[config.mk]
export PLATFORM = sky130hd
export DESIGN_NAME = ct_mem_arbiter
export DESIGN_NICKNAME = d
export VERILOG_FILES = /design/src/rtl/kyber_ct_pkg.sv /design/src/rtl/rd_tag_pipe.sv /design/src/rtl/ct_mem_arbiter.sv
export SDC_FILE = /design/constraint.sdc
export NUM_CORES = 1
export LEC_CHECK = 0
export CORE_MARGIN = 2
export CORE_UTILIZATION = 45
export CTS_BUF_LIST = sky130_fd_sc_hd__clkbuf_4
export DETAILED_ROUTE_END_ITERATION = 12
export DONT_BUFFER_PORTS = 1
export GPL_ROUTABILITY_DRIVEN = 0
export PLACE_DENSITY = 0.68
export SLEW_MARGIN = 20
export SYNTH_ARGS = -nofsm -noshare
export SYNTH_HDL_FRONTEND = slang
export SYNTH_SLANG_ARGS = --single-unit
[constraint.sdc]
create_clock -name i_clk -period 2.1 [get_ports i_clk]
set_clock_uncertainty 0.15 [all_clocks]
set_input_delay 0.42 -clock i_clk [delete_from_list [all_inputs] [get_ports i_clk]]
set_output_delay 0.42 -clock i_clk [all_outputs]
set_load 0.05 [all_outputs]
[src/rtl/kyber_ct_pkg.sv]
// Shared types for the Kyber ciphertext buffer readout path.
// Arbiter states and requester ids.
package kyber_ct_pkg;

  typedef enum logic [1:0] {
    WAIT_RDY = 2'd0,
    SERVE    = 2'd1,
    DRAIN    = 2'd2,
    LOAD     = 2'd3
  } arb_state_t;

  localparam logic REQ_HOST = 1'b0;
  localparam logic REQ_CMP  = 1'b1;

endpackage

[src/rtl/rd_tag_pipe.sv]
// Read tag pipeline: tracks {valid,id} of issued reads
// until the fixed-latency memory returns their data.
module rd_tag_pipe #(
  parameter int DEPTH = 2,
  parameter int ID_W  = 1
) (
  input  logic            clk,
  input  logic            rst_n,
  input  logic            in_valid,
  input  logic [ID_W-1:0] in_id,
  output logic            out_valid,
  output logic [ID_W-1:0] out_id,
  output logic            empty
);

  logic [DEPTH-1:0] vld;
  logic [ID_W-1:0]  ids [DEPTH];

  always_ff @(posedge clk or negedge rst_n) begin
    if (!rst_n) begin
      vld <= '0;
      for (int i = 0; i < DEPTH; i++) ids[i] <= '0;
    end else begin
      vld[0] <= in_valid;
      ids[0] <= in_id;
      for (int i = 1; i < DEPTH; i++) begin
        vld[i] <= vld[i-1];
        ids[i] <= ids[i-1];
      end
    end
  end

  assign out_valid = vld[DEPTH-1];
  assign out_id    = ids[DEPTH-1];
  assign empty     = ~|vld;

endmodule

[src/rtl/ct_mem_arbiter.sv]
// Round-robin arbiter for the ciphertext buffer read port,
// plus reload sequencing towards the splitter.
module ct_mem_arbiter
  import kyber_ct_pkg::*;
#(
  parameter int ADDR_WIDTH      = 8,
  parameter int DATA_WIDTH      = 32,
  parameter int RD_LATENCY      = 2,
  parameter int LOAD_MIN_CYCLES = 2
) (
  input  logic                  i_clk,
  input  logic                  i_resetn,
  input  logic                  i_load,
  output logic                  o_chomp,
  input  logic                  i_mem_ready,
  output logic [ADDR_WIDTH-1:0] o_mem_addr,
  input  logic [DATA_WIDTH-1:0] i_mem_rdata,
  input  logic                  i_req0,
  input  logic [ADDR_WIDTH-1:0] i_addr0,
  output logic                  o_gnt0,
  output logic                  o_rvalid0,
  output logic [DATA_WIDTH-1:0] o_rdata0,
  input  logic                  i_req1,
  input  logic [ADDR_WIDTH-1:0] i_addr1,
  output logic                  o_gnt1,
  output logic                  o_rvalid1,
  output logic [DATA_WIDTH-1:0] o_rdata1,
  output logic                  o_busy
);

  localparam int CNT_W = $clog2(LOAD_MIN_CYCLES + 1);
  localparam logic [CNT_W-1:0] CNT_DONE = CNT_W'(LOAD_MIN_CYCLES - 1);

  arb_state_t            state, state_n;
  logic                  rr_ptr;
  logic                  load_pend;
  logic                  load_entry;
  logic [CNT_W-1:0]      cnt;
  logic [ADDR_WIDTH-1:0] addr_q;
  logic                  grant_en;
  logic                  any_gnt;
  logic                  enter_load;
  logic                  cnt_done;
  logic                  pipe_valid;
  logic [0:0]            pipe_id;
  logic                  pipe_empty;

  assign grant_en = (state == SERVE) && i_mem_ready && !load_pend;
  assign o_gnt0 = grant_en && i_req0 && (!i_req1 || rr_ptr == REQ_HOST);
  assign o_gnt1 = grant_en && i_req1 && (!i_req0 || rr_ptr == REQ_CMP);
  assign any_gnt = o_gnt0 | o_gnt1;

  assign o_mem_addr = o_gnt1 ? i_addr1 :
                      o_gnt0 ? i_addr0 : addr_q;

  assign cnt_done   = (cnt >= CNT_DONE);
  assign enter_load = (state != LOAD) && (state_n == LOAD);

  always_comb begin
    state_n = state;
    unique case (state)
      WAIT_RDY: begin
        if (load_pend && pipe_empty) state_n = LOAD;
        else if (i_mem_ready)        state_n = SERVE;
      end
      SERVE: begin
        if (load_pend)         state_n = DRAIN;
        else if (!i_mem_ready) state_n = WAIT_RDY;
      end
      DRAIN: begin
        if (pipe_empty) state_n = LOAD;
      end
      LOAD: begin
        if (cnt_done && i_mem_ready) state_n = WAIT_RDY;
      end
      default: state_n = WAIT_RDY;
    endcase
  end

  always_ff @(posedge i_clk or negedge i_resetn) begin
    if (!i_resetn) begin
      state      <= WAIT_RDY;
      rr_ptr     <= REQ_HOST;
      load_pend  <= 1'b0;
      load_entry <= 1'b0;
      cnt        <= '0;
      addr_q     <= '0;
    end else begin
      state      <= state_n;
      load_entry <= enter_load;
      // a reload request arriving on the entry cycle stays pending
      load_pend  <= enter_load ? i_load : (load_pend | i_load);
      if (enter_load)
        cnt <= '0;
      else if (state == LOAD && !cnt_done)
        cnt <= cnt + 1'b1;
      if (any_gnt) begin
        rr_ptr <= ~o_gnt1;
        addr_q <= o_mem_addr;
      end
    end
  end

  rd_tag_pipe #(
    .DEPTH (RD_LATENCY),
    .ID_W  (1)
  ) u_tag_pipe (
    .clk       (i_clk),
    .rst_n     (i_resetn),
    .in_valid  (any_gnt),
    .in_id     (o_gnt1),
    .out_valid (pipe_valid),
    .out_id    (pipe_id),
    .empty     (pipe_empty)
  );

  assign o_chomp   = load_entry;
  assign o_rvalid0 = pipe_valid && (pipe_id == REQ_HOST);
  assign o_rvalid1 = pipe_valid && (pipe_id == REQ_CMP);
  assign o_rdata0  = o_rvalid0 ? i_mem_rdata : '0;
  assign o_rdata1  = o_rvalid1 ? i_mem_rdata : '0;
  assign o_busy    = (state != SERVE) || !pipe_empty;

endmodule

==> results of run 1 <==
## cell families after synthesis
family,after synthesis,share of synthesized area (%)
AOI/OAI and AO/OA,24,14.4
adders and majority gates,1,0.881
DFF,19,33.5
buffers and inverters,20,6.70
xor gates and xnor gates,1,0.617
muxes,1,0.705
and+or+nand+nor,99,43.2
## metrics by stage
step	setup slack, ns	setup TNS [ns]	hold slack (ns)	instances	area (um^2)
2_1_floorplan	-0.0376	-0.263	-0.0256	165	1460
3_5_place_dp	-0.0449	-0.0462	-0.0250	280	2940
3_3_place_gp	0.0714	0	-0.0251	280	2940
==> run summary, run 1 <==
Die height = 60.2 um
Post-synthesis sequential area ratio = 33.5%
Stop stage = clock tree synthesis (4_1_cts)
CTS buffer count = 3
Netlist cell types = 31
Clock Path Buffers = 2
Num rows = 20
HPWL Detailed = 5890 um
Die Wd = 60.2 um
Post-synth EDFFs = 0
Sink Count = 19
Starting density of the core = 46.9%
Synth Register Bits = 19
Post-CTS Repair Setup Buffers = 3
Average cell area after synthesis = 8.61 um^2
CTS resizes = 28
Mapped Cells = 165
Most frequent cell after synthesis = and2_1
Hold Buf Count CTS = 1
PortBufs = 0
CTS Root Cell = clkbuf_4
Commonest cells in the netlist = and2_1 (33), and3_1 (32), dfrtp_1 (19)
Synth area leaders = dfrtp_1 (33%), and2_1 (15%), and3_1 (14%), a221o_1 (11%), nor3_1 (3.2%)
Post-synth top area cell = dfrtp_1
Post-synth net total = 220
CTS H-Tree Depth = 1
Log Error = [ERROR DPL-0038] Utilization greater than 100%, impossible to legalize
Post-synth top flop = dfrtp_1
Synth warn = 0
Post-synth ARST share = 100%
Ports = 132
Top-area cell type share of the netlist area = 33.5%
Synthesized area = 1420 um^2
Status = stopped before the end
==> inputs of run 2 (changes only) <==
--- a/config.mk
+++ b/config.mk
@@ -6,12 +6,11 @@
 export NUM_CORES = 1
 export LEC_CHECK = 0
 export CORE_MARGIN = 2
-export CORE_UTILIZATION = 45
-export CTS_BUF_LIST = sky130_fd_sc_hd__clkbuf_4
+export CORE_UTILIZATION = 30
 export DETAILED_ROUTE_END_ITERATION = 12
 export DONT_BUFFER_PORTS = 1
 export GPL_ROUTABILITY_DRIVEN = 0
-export PLACE_DENSITY = 0.68
+export PLACE_DENSITY_LB_ADDON = 0.15
 export SLEW_MARGIN = 20
 export SYNTH_ARGS = -nofsm -noshare
 export SYNTH_HDL_FRONTEND = slang
==> run 2 against run 1 <==
Compared with the run above:
- the flow now finishes, with violations (setup timing)
- synthesized area did not move
- synthesized cell count stayed put
==> run summary, run 2 <==
CTS H-Tree Depth = 1
Hold Path Class = primary input to register
Sequential share of power = 27.7%
HPWL Detailed = 4140 um
Most common library cell in the layout ignoring fill and taps = buf_4
M3 GR Usage = 4.97%
Register area = 477 um^2
DR WL/cell = 18.2 um
Setup TNS = -1.73 ns
Clock Latency Late Sink = 0.25 ns
DP Worst Slack = 0.00485 ns
PortBufs = 0
Post-synth top flop = dfrtp_1
Synthesized area = 1420 um^2
Highest net fanout along the worst path = 8
Post-synth net total = 220
Critical Path AT = 1.75 ns
Psw = 0.896 mW
Mapped Cells = 165
XOR/XNOR Fraction of Synth Area = 0.617%
Post-synth top area cell = dfrtp_1
Synth Register Bits = 19
P&R area growth vs syn = 103%
Failing checks = setup timing
Initial antenna violation count = 0
Synth Area in Compound Gates = 14.4%
Area of the core = 4630 um^2
Drt total wl = 5490 um
RSZ-0062 raised after global routing = true
Die height = 72.8 um
Max rail drop VDD = 0.000579 V
Maximum number of pins on one net before global-route repair = 34
Multi-input logic area = 998 um^2
Final Max Slew Viols = 0
Setup Viol. Count Final = 10
Number of global-route vias before repair = 1,591
Clock network power share = 12.0%
Post-synth ARST share = 100%
Max-cap violation count = 0
Gr usage total = 19.5%
Switching Share = 42.0%
Post-synthesis mux area share = 0.705%
CTS Root Cell = clkbuf_8
GRT Residual Overflow = 0
Starting density of the core = 30.7%
Final period utilization = 110%
First-pass GRT wire length = 8180 um
Top-area cell type share of the netlist area = 33.5%
Peak Freq = 431 MHz
Num rows = 25
Clock Path Buffers = 2
Startpoint Class = register
Initial drt markers = 60
Top delay family on crit path = compound AO/OA/AOI/OAI gates
Ports = 132
Most frequent cells in the layout = buf_4 (43), buf_12 (42), and2_1 (33)
Post-synth EDFFs = 0
Average cell area after synthesis = 8.61 um^2
# fillers = 361
Cell Chain, Critical Path = and4bb_4 > o21ai_4 > buf_12 > a221o_2 > buf_12
Commonest cells in the netlist = and2_1 (33), and3_1 (32), dfrtp_1 (19)
Least-Margin Pin Slew = 0.881 ns
Most numerous cell on the critical path = buf_12
Final nets = 303
GR Util met1 = 22.0%
Final min period = 2.32 ns
GR Layer Usage met2 = 36.6%
Critical path class = register to primary output
Sink Count = 19
CTS buffer count = 3
Layout Utilization = 62.3%
CP bufs+invs = 2
Synth area leaders = dfrtp_1 (33%), and2_1 (15%), and3_1 (14%), a221o_1 (11%), nor3_1 (3.2%)
P_leak = 1.44 nW
Clock slew at reported path FFs = 0.08 ns
CTS tree = done
PwrDens = 740 nW/um^2
CP max stage delay = 0.42 ns
Post-synthesis adder-cell area fraction = 0.881%
Hold Vio Cnt, Final = 0
Slowest cell on crit path = dfrtp_1
Post-route ant nets = 0
Logic pwr share = 60.3%
Hold Slack = 0.157 ns
Nature of the critical path endpoint = primary output
Status = finished, violations left
Req. time, crit path = 1.53 ns
Netlist cell types = 31
Via count = 1,618
Worst slew margin = 41.1%
Initial DRT Pass Iterations = 5
Die area = 5300 um^2
Vias/cell = 5.38
Top reg by flops = addr_q
Diodes inserted = 0
Post-synthesis sequential area ratio = 33.5%
Final setup margin = -0.219 ns
GR peak layer = met2
Die Wd = 72.8 um
Synth warn = 0
P_int = 1.24 mW
Remaining DRCs = 0
Layout cells sized above 1 = 49.8%
Most frequent cell after synthesis = and2_1
Simple-Gate Fraction of Synth Area = 43.2%
Max reg flops = 8
Largest family of logic cells by synthesized area = simple AND/OR/NAND/NOR gates
run 2: kinds of logic (layout without fill, tap and decap cells):
family	after synthesis	after routing
and+or+nand+nor	99	99
AOI/OAI and AO/OA	24	24
buffers and inverters	20	102
DFF	19	19
adders and majority gates	1	1
xor gates and xnor gates	1	1
muxes	1	1
run 2: path summary, 6_finish.rpt:
check / from / to / cells past startpoint / slack, ns
min: i_addr0[7] / addr_q[7] / 1 / 0.16
min in group asynchronous: i_resetn / o_chomp / 1 / 0.57
min reg2reg: u_tag_pipe.ids[1] / u_tag_pipe.out_id / 0 / 0.21
max: state[1] / o_mem_addr[2] / 5 / -0.22
max reg2reg: state[1] / addr_q[2] / 6 / 0.28
max in group asynchronous: i_resetn / u_tag_pipe.vld[1] / 1 / 0.62
run 2: routing by layer:
layer	vias to the layer above	routed length (um)
met5	-	0
met4	0	57
met3	6	516
met2	97	2910
met1	760	2000
li1	755	-
run 2: layout make-up:
type	count	area share, %
clock inverters	1	0.173
repair buffers	94	44.4
multi-input cells	126	34.6
inverters	4	0.520
clock buffers	3	1.43
flip-flops and latches	19	16.5
well taps	54	2.34
run 2: stage by stage:
stage | std cells | total power [mW] | area (um^2)
floorplan | 165 | 1.27 | 1460
global placement | 288 | 1.70 | 2600
detailed placement | 288 | 1.74 | 2600
CTS | 296 | 2.06 | 2770
global route | 301 | 2.24 | 2890
finish | 301 | 2.13 | 2890
run 2: timing repair:
action | CTS | global route
gates resized for setup | 18 | 12
endpoints found under the hold margin | 19 | 0
setup endpoints to repair | 11 | 43
cloned | 1 | 1
setup buffers | 2 | 4
pin swaps | 1 | 3
hold buffers | 1 | 0
run 2: power by group through the flow:
stage	logic, mW	registers, mW	clock network [mW]
2_1_floorplan	0.688	0.586	0
3_3_place_gp	1.12	0.582	0
3_5_place_dp	1.15	0.591	0
4_1_cts	1.22	0.587	0.259
5_1_grt	1.36	0.604	0.274
6_report	1.29	0.592	0.255
Note: power is estimated with default switching activity, not from simulation.
==> inputs of run 3 (changes only) <==
--- a/config.mk
+++ b/config.mk
@@ -11,7 +11,6 @@
 export DONT_BUFFER_PORTS = 1
 export GPL_ROUTABILITY_DRIVEN = 0
 export PLACE_DENSITY_LB_ADDON = 0.15
-export SLEW_MARGIN = 20
 export SYNTH_ARGS = -nofsm -noshare
 export SYNTH_HDL_FRONTEND = slang
 export SYNTH_SLANG_ARGS = --single-unit
==> results of run 3 <==
No change in the layout: final DEF, timing and power equal those of run 2.
==> inputs of run 4 (changes only) <==
--- a/config.mk
+++ b/config.mk
@@ -11,6 +11,7 @@
 export DONT_BUFFER_PORTS = 1
 export GPL_ROUTABILITY_DRIVEN = 0
 export PLACE_DENSITY_LB_ADDON = 0.15
+export SLEW_MARGIN = 20
 export SYNTH_ARGS = -nofsm -noshare
 export SYNTH_HDL_FRONTEND = slang
 export SYNTH_SLANG_ARGS = --single-unit
==> results of run 4 <==
No change in the layout: final DEF, timing and power equal those of run 2.
